--- src/rtl/ram_block_mover.sv ---
// ---------------------------------------------------------------------------
// ram_block_mover
// Block-transfer engine for the user port of a generated wishbone-gen RAM.
// One command moves cmd_len_i consecutive words between a stream and the
// RAM, starting at cmd_addr_i. The word address wraps modulo 2^AW.
//   write (cmd_dir_i = 0): sink stream -> RAM
//   read  (cmd_dir_i = 1): RAM -> source stream
//
// Ports
//   clk_i, rst_i            RAM clock, synchronous active-high reset
//   cmd_start_i             start strobe, only looked at while idle
//   cmd_dir_i               0 = write to RAM, 1 = read from RAM
//   cmd_addr_i [AW-1:0]     first word address
//   cmd_len_i  [AW:0]       word count, 0..2^AW
//   cmd_busy_o              high from the cycle after acceptance until done
//   cmd_done_o              one-cycle completion pulse
//   snk_data_i/valid_i/ready_o   write stream (valid/ready handshake)
//   src_data_o/valid_o/ready_i   read stream (valid/ready handshake)
//   ram_addr_o, ram_data_o  RAM word address and write data
//   ram_data_i              RAM read data, valid one cycle after ram_rd_o
//   ram_rd_o, ram_wr_o      RAM read / write strobes (never both high)
//   ram_bwsel_o [DW/8-1:0]  byte enables, always all ones
// ---------------------------------------------------------------------------
module ram_block_mover #(
  parameter int DW = 32,
  parameter int AW = 8
) (
  input  logic              clk_i,
  input  logic              rst_i,
  input  logic              cmd_start_i,
  input  logic              cmd_dir_i,
  input  logic [AW-1:0]     cmd_addr_i,
  input  logic [AW:0]       cmd_len_i,
  output logic              cmd_busy_o,
  output logic              cmd_done_o,
  input  logic [DW-1:0]     snk_data_i,
  input  logic              snk_valid_i,
  output logic              snk_ready_o,
  output logic [DW-1:0]     src_data_o,
  output logic              src_valid_o,
  input  logic              src_ready_i,
  output logic [AW-1:0]     ram_addr_o,
  output logic [DW-1:0]     ram_data_o,
  input  logic [DW-1:0]     ram_data_i,
  output logic              ram_rd_o,
  output logic              ram_wr_o,
  output logic [DW/8-1:0]   ram_bwsel_o
);

  typedef enum logic [2:0] {
    ST_IDLE,
    ST_WRITE,
    ST_READ,
    ST_DRAIN,
    ST_DONE
  } state_t;

  state_t        state;
  state_t        state_nxt;

  logic [AW-1:0] addr_ptr;
  logic [AW:0]   words_left;
  logic          wr_pending;
  logic [DW-1:0] wr_data;
  logic          inflight;

  logic [DW-1:0] fifo_mem [3];
  logic [1:0]    fifo_wr_ptr;
  logic [1:0]    fifo_rd_ptr;
  logic [1:0]    fifo_count;
  logic [2:0]    credit_used;

  logic          words_remain;
  logic          snk_accept;
  logic          src_pop;

  function automatic logic [1:0] ptr_inc(input logic [1:0] p);
    return (p == 2'd2) ? 2'd0 : p + 2'd1;
  endfunction

  // words_left counts handshakes (write) or issued reads (read), so it
  // reaches zero as soon as the last beat is taken or the last read is issued.
  assign words_remain = (words_left != '0);

  // A read is only issued when the FIFO is guaranteed room for its data,
  // counting the word still in flight but not a pop happening this cycle.
  assign credit_used  = {1'b0, fifo_count} + {2'b00, inflight};

  assign snk_ready_o  = (state == ST_WRITE) && words_remain;
  assign snk_accept   = snk_valid_i && snk_ready_o;
  assign ram_rd_o     = (state == ST_READ) && words_remain && (credit_used < 3'd3);
  assign ram_wr_o     = wr_pending;
  assign ram_addr_o   = addr_ptr;
  assign ram_data_o   = wr_data;
  assign ram_bwsel_o  = '1;

  assign src_valid_o  = (fifo_count != 2'd0);
  assign src_data_o   = fifo_mem[fifo_rd_ptr];
  assign src_pop      = src_valid_o && src_ready_i;

  assign cmd_busy_o   = (state == ST_WRITE) || (state == ST_READ) || (state == ST_DRAIN);
  assign cmd_done_o   = (state == ST_DONE);

  // Next-state logic. A zero-length command of either direction spends one
  // busy cycle in WRITE, where nothing can be accepted, and falls through to
  // DONE. WRITE leaves in the cycle that performs the final RAM write.
  always_comb begin
    state_nxt = state;
    unique case (state)
      ST_IDLE: begin
        if (cmd_start_i) begin
          if (cmd_dir_i && (cmd_len_i != '0)) state_nxt = ST_READ;
          else                                 state_nxt = ST_WRITE;
        end
      end
      ST_WRITE: begin
        if (!words_remain) state_nxt = ST_DONE;
      end
      ST_READ: begin
        if (ram_rd_o && (words_left == (AW+1)'(1))) state_nxt = ST_DRAIN;
      end
      ST_DRAIN: begin
        if (!inflight && ((fifo_count == 2'd0) || ((fifo_count == 2'd1) && src_pop)))
          state_nxt = ST_DONE;
      end
      ST_DONE: begin
        state_nxt = ST_IDLE;
      end
      default: begin
        state_nxt = ST_IDLE;
      end
    endcase
  end

  // State register and datapath. The address pointer advances on each RAM
  // access; since a write strobe follows its handshake by one cycle, a beat
  // accepted in the same cycle as a write still sees the updated pointer.
  always_ff @(posedge clk_i) begin
    if (rst_i) begin
      state       <= ST_IDLE;
      addr_ptr    <= '0;
      words_left  <= '0;
      wr_pending  <= 1'b0;
      wr_data     <= '0;
      inflight    <= 1'b0;
      fifo_wr_ptr <= 2'd0;
      fifo_rd_ptr <= 2'd0;
      fifo_count  <= 2'd0;
      for (int i = 0; i < 3; i++) fifo_mem[i] <= '0;
    end else begin
      state <= state_nxt;

      if ((state == ST_IDLE) && cmd_start_i) begin
        addr_ptr   <= cmd_addr_i;
        words_left <= cmd_len_i;
      end else begin
        if (snk_accept || ram_rd_o) words_left <= words_left - (AW+1)'(1);
        if (wr_pending || ram_rd_o) addr_ptr   <= addr_ptr + AW'(1);
      end

      wr_pending <= snk_accept;
      if (snk_accept) wr_data <= snk_data_i;

      inflight <= ram_rd_o;
      if (inflight) begin
        fifo_mem[fifo_wr_ptr] <= ram_data_i;
        fifo_wr_ptr           <= ptr_inc(fifo_wr_ptr);
      end
      if (src_pop) fifo_rd_ptr <= ptr_inc(fifo_rd_ptr);
      fifo_count <= fifo_count + 2'(inflight) - 2'(src_pop);
    end
  end

endmodule

--- config.mk ---
export PLATFORM = sky130hd
export DESIGN_NAME = ram_block_mover
export DESIGN_NICKNAME = d
export VERILOG_FILES = /design/src/rtl/ram_block_mover.sv
export SDC_FILE = /design/constraint.sdc
export NUM_CORES = 1
export LEC_CHECK = 0
export ABC_AREA = 1
export CAP_MARGIN = 5
export CORE_ASPECT_RATIO = 1.5
export CORE_MARGIN = 2
export CORE_UTILIZATION = 52
export DETAILED_ROUTE_END_ITERATION = 16
export GPL_TIMING_DRIVEN = 0
export PLACE_DENSITY = 0.9
export SLEW_MARGIN = 30
export SYNTH_ARGS = -nofsm -noshare
export SYNTH_HDL_FRONTEND = slang
export SYNTH_SLANG_ARGS = --single-unit
--- constraint.sdc ---
create_clock -name clk_i -period 6.65 [get_ports clk_i]
set_input_delay 1.33 -clock clk_i [delete_from_list [all_inputs] [get_ports clk_i]]
set_output_delay 1.33 -clock clk_i [all_outputs]
set_load 0.005 [all_outputs]
==> impl_metrics.env <==
export IMPL_cts_max_level=4
export IMPL_io_pins=169
export IMPL_fin_cells=1312
export IMPL_fmax_mhz=260
export IMPL_synth_area_leader_cell="edfxtp_1"
export IMPL_die_w_microns=108
export IMPL_finalSetupViolCount=0
export IMPL_die_h_microns=160
export IMPL_seq_area_sq_um=5080
export IMPL_grt_setup_unrepaired="false"
export IMPL_pwr_share_comb_pct=37.0
export IMPL_synth_edf_count=128
export IMPL_final_area_sq_um=10900
export IMPL_synth_area_top_cells="edfxtp_1 46%, dfxtp_1 15%, nor2_1 9.3%, nand2_1 4.8%, o21ai_0 4.7%"
export IMPL_drive_gt1_share_pct=7.48
export IMPL_worst_pin_slew_ns=0.887
export IMPL_postSynthAreaPerCell_sq_um=9.29
export IMPL_cp_slowest_cell="clkdlybuf4s50_1"
export IMPL_worst_r2r_setup_slack_ns=4.21
export IMPL_max_stage_delay_ns=0.57
export IMPL_ys_flop_type="edfxtp_1"
export IMPL_worst_setup_path_end_kind="output pin"
export IMPL_area_growth_pct=29.9
export IMPL_synth_area_sq_um=8400
export IMPL_clock_skew_ns=0.0122
export IMPL_ys_async_sr_fraction_pct=0
export IMPL_period_share_pct=57.8
export IMPL_pwr_share_clk_pct=25.2
export IMPL_sequentialPowerShare_pct=37.8
export IMPL_crit_type="reg -> out"
export IMPL_crit_end="src_data_o[30]"
export IMPL_synth_top_area_share_pct=45.7
export IMPL_fin_crit_ns=3.85
export IMPL_cp_start_kind="flip-flop"
export IMPL_finalWirelength_microns=21100
export IMPL_numClockSinks=190
export IMPL_finalWorstSetupSlack_ns=2.80
export IMPL_swShare_pct=34.9
export IMPL_grt_max_degree=33
export IMPL_critPathMaxFanout=10
export IMPL_reg2reg_from="inflight"
export IMPL_post_synth_top_count_cell="nor2_1"
export IMPL_yosys_warnings=0
export IMPL_hold_viol=0
export IMPL_seq_area_frac_synth_pct=60.5
export IMPL_multi_input_area_sq_um=2780
export IMPL_placementRows=56
export IMPL_hold_path_class="reg -> reg"
export IMPL_grt_total_usage_pct=25.1
export IMPL_vias=6954
export IMPL_overflow=0
export IMPL_power_density_nw_per_um2=358
export IMPL_drcViolationCount=0
export IMPL_syn_inst=905
export IMPL_clk_latency_ns=0.43
export IMPL_preCtsSetupSlack_ns=3.15
export IMPL_wl_per_cell_microns=16.1
export IMPL_root_buffer="clkbuf_16"
export IMPL_fin_tns_setup_ns=0
export IMPL_p_sw_w=0.00136
export IMPL_worst_ep_arrival_time_ns=2.52
export IMPL_ant_nets=0
export IMPL_die_area_sq_um=17200
export IMPL_antenna_found_initial=0
export IMPL_slew_viol_final=0
export IMPL_run_status="finished clean"
export IMPL_cts_inserted_buffers=17
export IMPL_grt_first_pass_wirelength_microns=33900
export IMPL_placed_area_sq_um=10300
export IMPL_nNetsFinal=1191
export IMPL_place_gp_congestion=0.918
export IMPL_synth_seq_cells=190
export IMPL_clockBufferDepth=2
export IMPL_core_area_sq_um=15800
export IMPL_dp_cells=1280
export IMPL_dr_first_iter_drc_count=523
export IMPL_synth_distinct_cells=40
export IMPL_cts_tree="done"
export IMPL_path_clk_slew_ns=0.07
export IMPL_ys_top_cells_by_count="208 x nor2_1, 128 x edfxtp_1, 107 x nand2_1"
export IMPL_timing_rr_end="fifo_mem[0][5]"
export IMPL_path_cells="buf_2 -> clkinv_1 -> clkbuf_1 -> nor2_1 -> o22ai_1 -> clkdlybuf4s50_1"
export IMPL_firstDrtPassIters=5
export IMPL_p_leak_nw=4.34
export IMPL_n_fill_cell=1183
export IMPL_ir_drop_uv=241
export IMPL_p_int_w=0.00254
export IMPL_post_cts_buffers=0
export IMPL_timing_slew_headroom_pct=40.7
export IMPL_rr_worst_depth=5
export IMPL_drv_cap=0
export IMPL_cp_required_ns=5.32
export IMPL_ctsHoldBuffers=0
export IMPL_initial_utilization_pct=53.3
export IMPL_dp_hpwl_microns=15100
export IMPL_post_cts_resized=0
export IMPL_diodes=0
export IMPL_via_per_inst=5.30
export IMPL_io_buffers=162
export IMPL_grt_pass1_vias=7002
## through the flow
stage / util, % / power [W] / hold WS, ns
finish: 69.2 / 0.00390 / 0.461
global route: 69.2 / 0.00414 / 0.479
CTS: 69.2 / 0.00391 / 0.463
detailed placement: 65.6 / 0.00294 / 0.451
global placement: 65.3 / 0.00290 / 0.445
floorplan: - / 0.00231 / 0.454
## registers in the layout, summed over array words and instances, names as in the netlist, named ones only
signal and flops:
words_left 9, fifo_mem 128, ram_data_o 32, fifo_count 2, fifo_wr_ptr 2, state 3, ram_addr_o 8, inflight 1
ram_wr_o 1, fifo_rd_ptr 2
## critical path, delay by kind of cell (launching register included)
| kind | cells | cell delay (ns) |
|---|---|---|
| buffers and inverters | 4 | 1.39 |
| AO/OA/AOI/OAI | 1 | 0.29 |
| flip-flops | 1 | 0.32 |
| AND/OR/NAND/NOR | 1 | 0.10 |
## layout by cell type (no fill, tap or decap), types with 3 or more instances in the layout
cell	instances
buf_6	6
inv_1	74
nand4_1	3
buf_4	6
clkbuf_1	32
o22ai_1	32
nand3_1	68
buf_2	13
nor2_4	3
ha_1	8
nor2_1	208
inv_8	7
dfxtp_1	62
conb_1	4
buf_1	5
clkdlybuf4s50_1	162
a21oi_1	42
clkbuf_16	17
o21ai_0	79
edfxtp_1	128
inv_2	4
nand2_2	6
nor2_2	4
o21ai_1	3
nand2_1	104
## layer usage
metal | track usage, % | up-vias | routed length, microns
met2 | 46.6 | 283 | 11700
li1 | - | 3410 | -
met4 | 10.0 | 0 | 495
met1 | 27.9 | 3222 | 7750
met3 | 4.04 | 39 | 1220
met5 | 0 | - | 0
## cell families after synthesis
logic type / after synthesis / synth area share (%)
buffers and inverters: 133 / 6.77
flip-flops: 190 / 60.5
other: 1 / 0.0446
AND/OR/NAND/NOR: 407 / 20.6
XOR/XNOR: 3 / 0.313
AO/OA/AOI/OAI: 163 / 10.5
adder cells (fa/ha/maj): 8 / 1.19
## worst min path at each step
stage | from | endpoint | slack [ns] | cells past startpoint
after floorplan | fifo_count[1] | fifo_count[1] | 0.45 | 1
after global placement | ram_data_o[30] | ram_data_o[30] | 0.45 | 2
after detailed placement | ram_data_o[12] | ram_data_o[12] | 0.45 | 2
after CTS | ram_data_o[12] | ram_data_o[12] | 0.46 | 2
after global routing | ram_data_o[11] | ram_data_o[11] | 0.48 | 2
final | ram_data_o[22] | ram_data_o[22] | 0.46 | 2
## power groups by stage
stage / clock, W / sequential [W] / combinational [W]
final: 0.000984 / 0.00148 / 0.00144
after global placement: 0 / 0.00150 / 0.00140
after floorplan: 0 / 0.00148 / 0.000823
after detailed placement: 0 / 0.00150 / 0.00143
after global routing: 0.00104 / 0.00149 / 0.00161
after CTS: 0.000992 / 0.00148 / 0.00145
## final cells by class
cell class / count / share of cell area [%]
Tap cell: 203 / 2.33
Clock inverter: 14 / 1.30
Inverter: 79 / 2.72
Sequential cell: 190 / 46.6
Multi-Input combinational cell: 585 / 25.4
Buffer: 54 / 2.50
Timing Repair Buffer: 169 / 15.2
Clock buffer: 18 / 3.93
No activity file was read; power rests on OpenSTA's default activity.
==> patch: new RTL, same flow settings <==
Encoding of `state_t`: now one-hot (5 bits for 5 states).
--- a/src/rtl/ram_block_mover.sv
+++ b/src/rtl/ram_block_mover.sv
@@ -47,12 +47,12 @@
   output logic [DW/8-1:0]   ram_bwsel_o
 );
 
-  typedef enum logic [2:0] {
-    ST_IDLE,
-    ST_WRITE,
-    ST_READ,
-    ST_DRAIN,
-    ST_DONE
+  typedef enum logic [4:0] {
+    ST_IDLE  = 5'b00001,
+    ST_WRITE = 5'b00010,
+    ST_READ  = 5'b00100,
+    ST_DRAIN = 5'b01000,
+    ST_DONE  = 5'b10000
   } state_t;
 
   state_t        state;
Function: same outputs for any inputs over 4 cycles, from zero or initial values and one cycle with rst_i high; so few cycles prove little.
==> patch against the unedited design <==
- worst setup slack got worse by 0.0092 ns
- clock power is 0.9% higher
- sequential power shrank 3%
- synthesized area up 2.2%
- final area up 2.1%
- sequential cell count up 2
- critical endpoint is now src_data_o[28]
- routed wire length increased by 2.7%
- power shrank 3.7%
- sequential share of layout area shrank 0.62 points
- largest power group unchanged
==> patch: results (changes against the unedited design) <==
| Metric | Value |
|---|---|
| Status | `completed` |
| Area contributors post-synth | `edfxtp_1 45%, dfxtp_1 15%, nor2_1 8.7%, nand2_1 7.7%, o21ai_0 4.3%` |
| Nets | `1236 (+3.8%)` |
| Synth Warn # | `0 (unchanged)` |
| PortBufs | `163 (+0.62%)` |
| Routed WL | `21690 um (+2.7%)` |
| Vias in the first global route | `7308 (+4.4%)` |
| Largest net degree at the start of global routing | `33 (unchanged)` |
| All-Layer GR Usage | `25.26% (+0.20 points)` |
| Initial DRT Pass Iterations | `5 (unchanged)` |
| Maximum vdd drop | `0.0002211 V (-8.3%)` |
| Inserted Clock Buffers | `17 (unchanged)` |
| Clk_lat worst skew | `0.43 ns (about the same)` |
| Peak fanout along the critical path | `10 (unchanged)` |
| Clock buffer depth | `2 (unchanged)` |
| Max reg flops | `128 (unchanged)` |
| Share of layout cells above drive strength 1 | `7.019% (-0.47 points)` |
| Clock-pin transition on the worst setup and hold timing paths | `0.07 ns (about the same)` |
| Clk_skew | `0.01798 ns (+0.005815 ns)` |
| Commonest cells post-synth | `199 x nor2_1, 176 x nand2_1, 128 x edfxtp_1` |
| Post-DRT Antenna Nets | `0 (unchanged)` |
| Post-synthesis async set-or-reset flop share | `0% (unchanged)` |
| Post-CTS setup buffer count | `0 (unchanged)` |
| Antenna diodes | `0 (unchanged)` |
| DR iter-0 viols | `462 (-12%)` |
| Post-synth EDFFs | `128 (unchanged)` |
| Synth unique cells | `37 (-7.5%)` |
| Via density | `5.296 (about the same)` |
| Prevailing post-synth register cell | `edfxtp_1` |
| Data arrival time of the critical path | `2.52 ns (about the same)` |
| Hold Crit Class | `flip-flop to flip-flop` |
| Largest register by flop count | `fifo_mem` |
| Final GP Congestion | `0.9344 (+1.8%)` |
| Rel. slew slack | `42.76% (+2.1 points)` |
| Dpl hpwl | `15420 um (+2.3%)` |
| Initial antenna violation count | `0 (unchanged)` |
| Leakage Power | `4.602 nW (+6.1%)` |
| Fillcell total | `1248 (+5.5%)` |
| H-tree depth | `4 (unchanged)` |
| Root buf cell | `clkbuf_16` |
| First-pass GRT wire length | `34150 um (+0.59%)` |
| Post-CTS Resized | `0 (unchanged)` |
| Register area share after synthesis | `59.68% (-0.82 points)` |
## patch: critical path: stages, from the launching register on
cell and delay [ns]:
dfxtp_1 0.31, buf_2 0.17, clkinv_1 0.17, clkbuf_1 0.48
nor2_1 0.10, o22ai_1 0.30, clkdlybuf4s50_1 0.56
## patch: metal layers
| layer | up-vias | routed length, um | track usage, % |
|---|---|---|---|
| li1 | 3513 | - | - |
| met1 | 3353 | 7612 | 25.86 |
| met2 | 281 | 12080 | 47.37 |
| met3 | 56 | 1204 | 4.560 |
| met4 | 0 | 800 | 13.17 |
| met5 | - | 0 | 0 |
## patch: logic make-up (layout without fill, tap and decap cells)
family / Yosys count / in the layout / share of synthesized area, %
XOR/XNOR: 4 / 4 / 0.4081
other: 1 / 4 / 0.04367
buffers and inverters: 150 / 352 / 7.620
AND/OR/NAND/NOR: 441 / 441 / 21.52
AO/OA/AOI/OAI: 153 / 153 / 9.559
flip-flops: 192 / 192 / 59.68
adder cells (fa/ha/maj): 8 / 8 / 1.166
## patch: path summary, 6_finish.rpt
kind                  startpoint              to  slack, ns  cells after the start
hold reg to reg   ram_data_o[10]  ram_data_o[10]       0.46                      2
hold / removal    ram_data_o[10]  ram_data_o[10]       0.46                      2
setup / recovery       flip-flop  src_data_o[28]       2.80                      6
setup reg to reg        inflight  fifo_mem[2][5]       4.31                      5
## patch: cell type report
class | count | area, um2 | area share (%)
clock buffers | 18 | 429.2 | 3.849
plain buffers | 53 | 287.8 | 2.581
flip-flops and latches | 192 | 5125 | 45.97
clock inverters | 14 | 158.9 | 1.425
multi-input cells | 610 | 2833 | 25.41
repair buffers | 170 | 1692 | 15.17
inverters | 97 | 366.6 | 3.288
well taps | 206 | 257.7 | 2.312
## patch: power by group
part	internal [W]	total, W	switching (W)	leakage (nW)
clock	0.000505	0.000993	0.000488	0.283
sequential	0.00136	0.00143	0.0000651	1.80
combinational	0.000590	0.00134	0.000748	2.52
total	0.00246	0.00376	0.00130	4.60
## patch: stage by stage
stage	setup TNS, ns	power [W]	std cells	setup WS, ns	cell area [um2]
3_3_place_gp	-29.09	0.002741	1321	-0.9105	10490
2_1_floorplan	0	0.002222	952	1.300	8598
5_1_grt	0	0.003968	1360	2.680	11150
6_report	0	0.003759	1360	2.796	11150
3_5_place_dp	0	0.002774	1328	3.194	10560
4_1_cts	0	0.003764	1360	2.801	11150
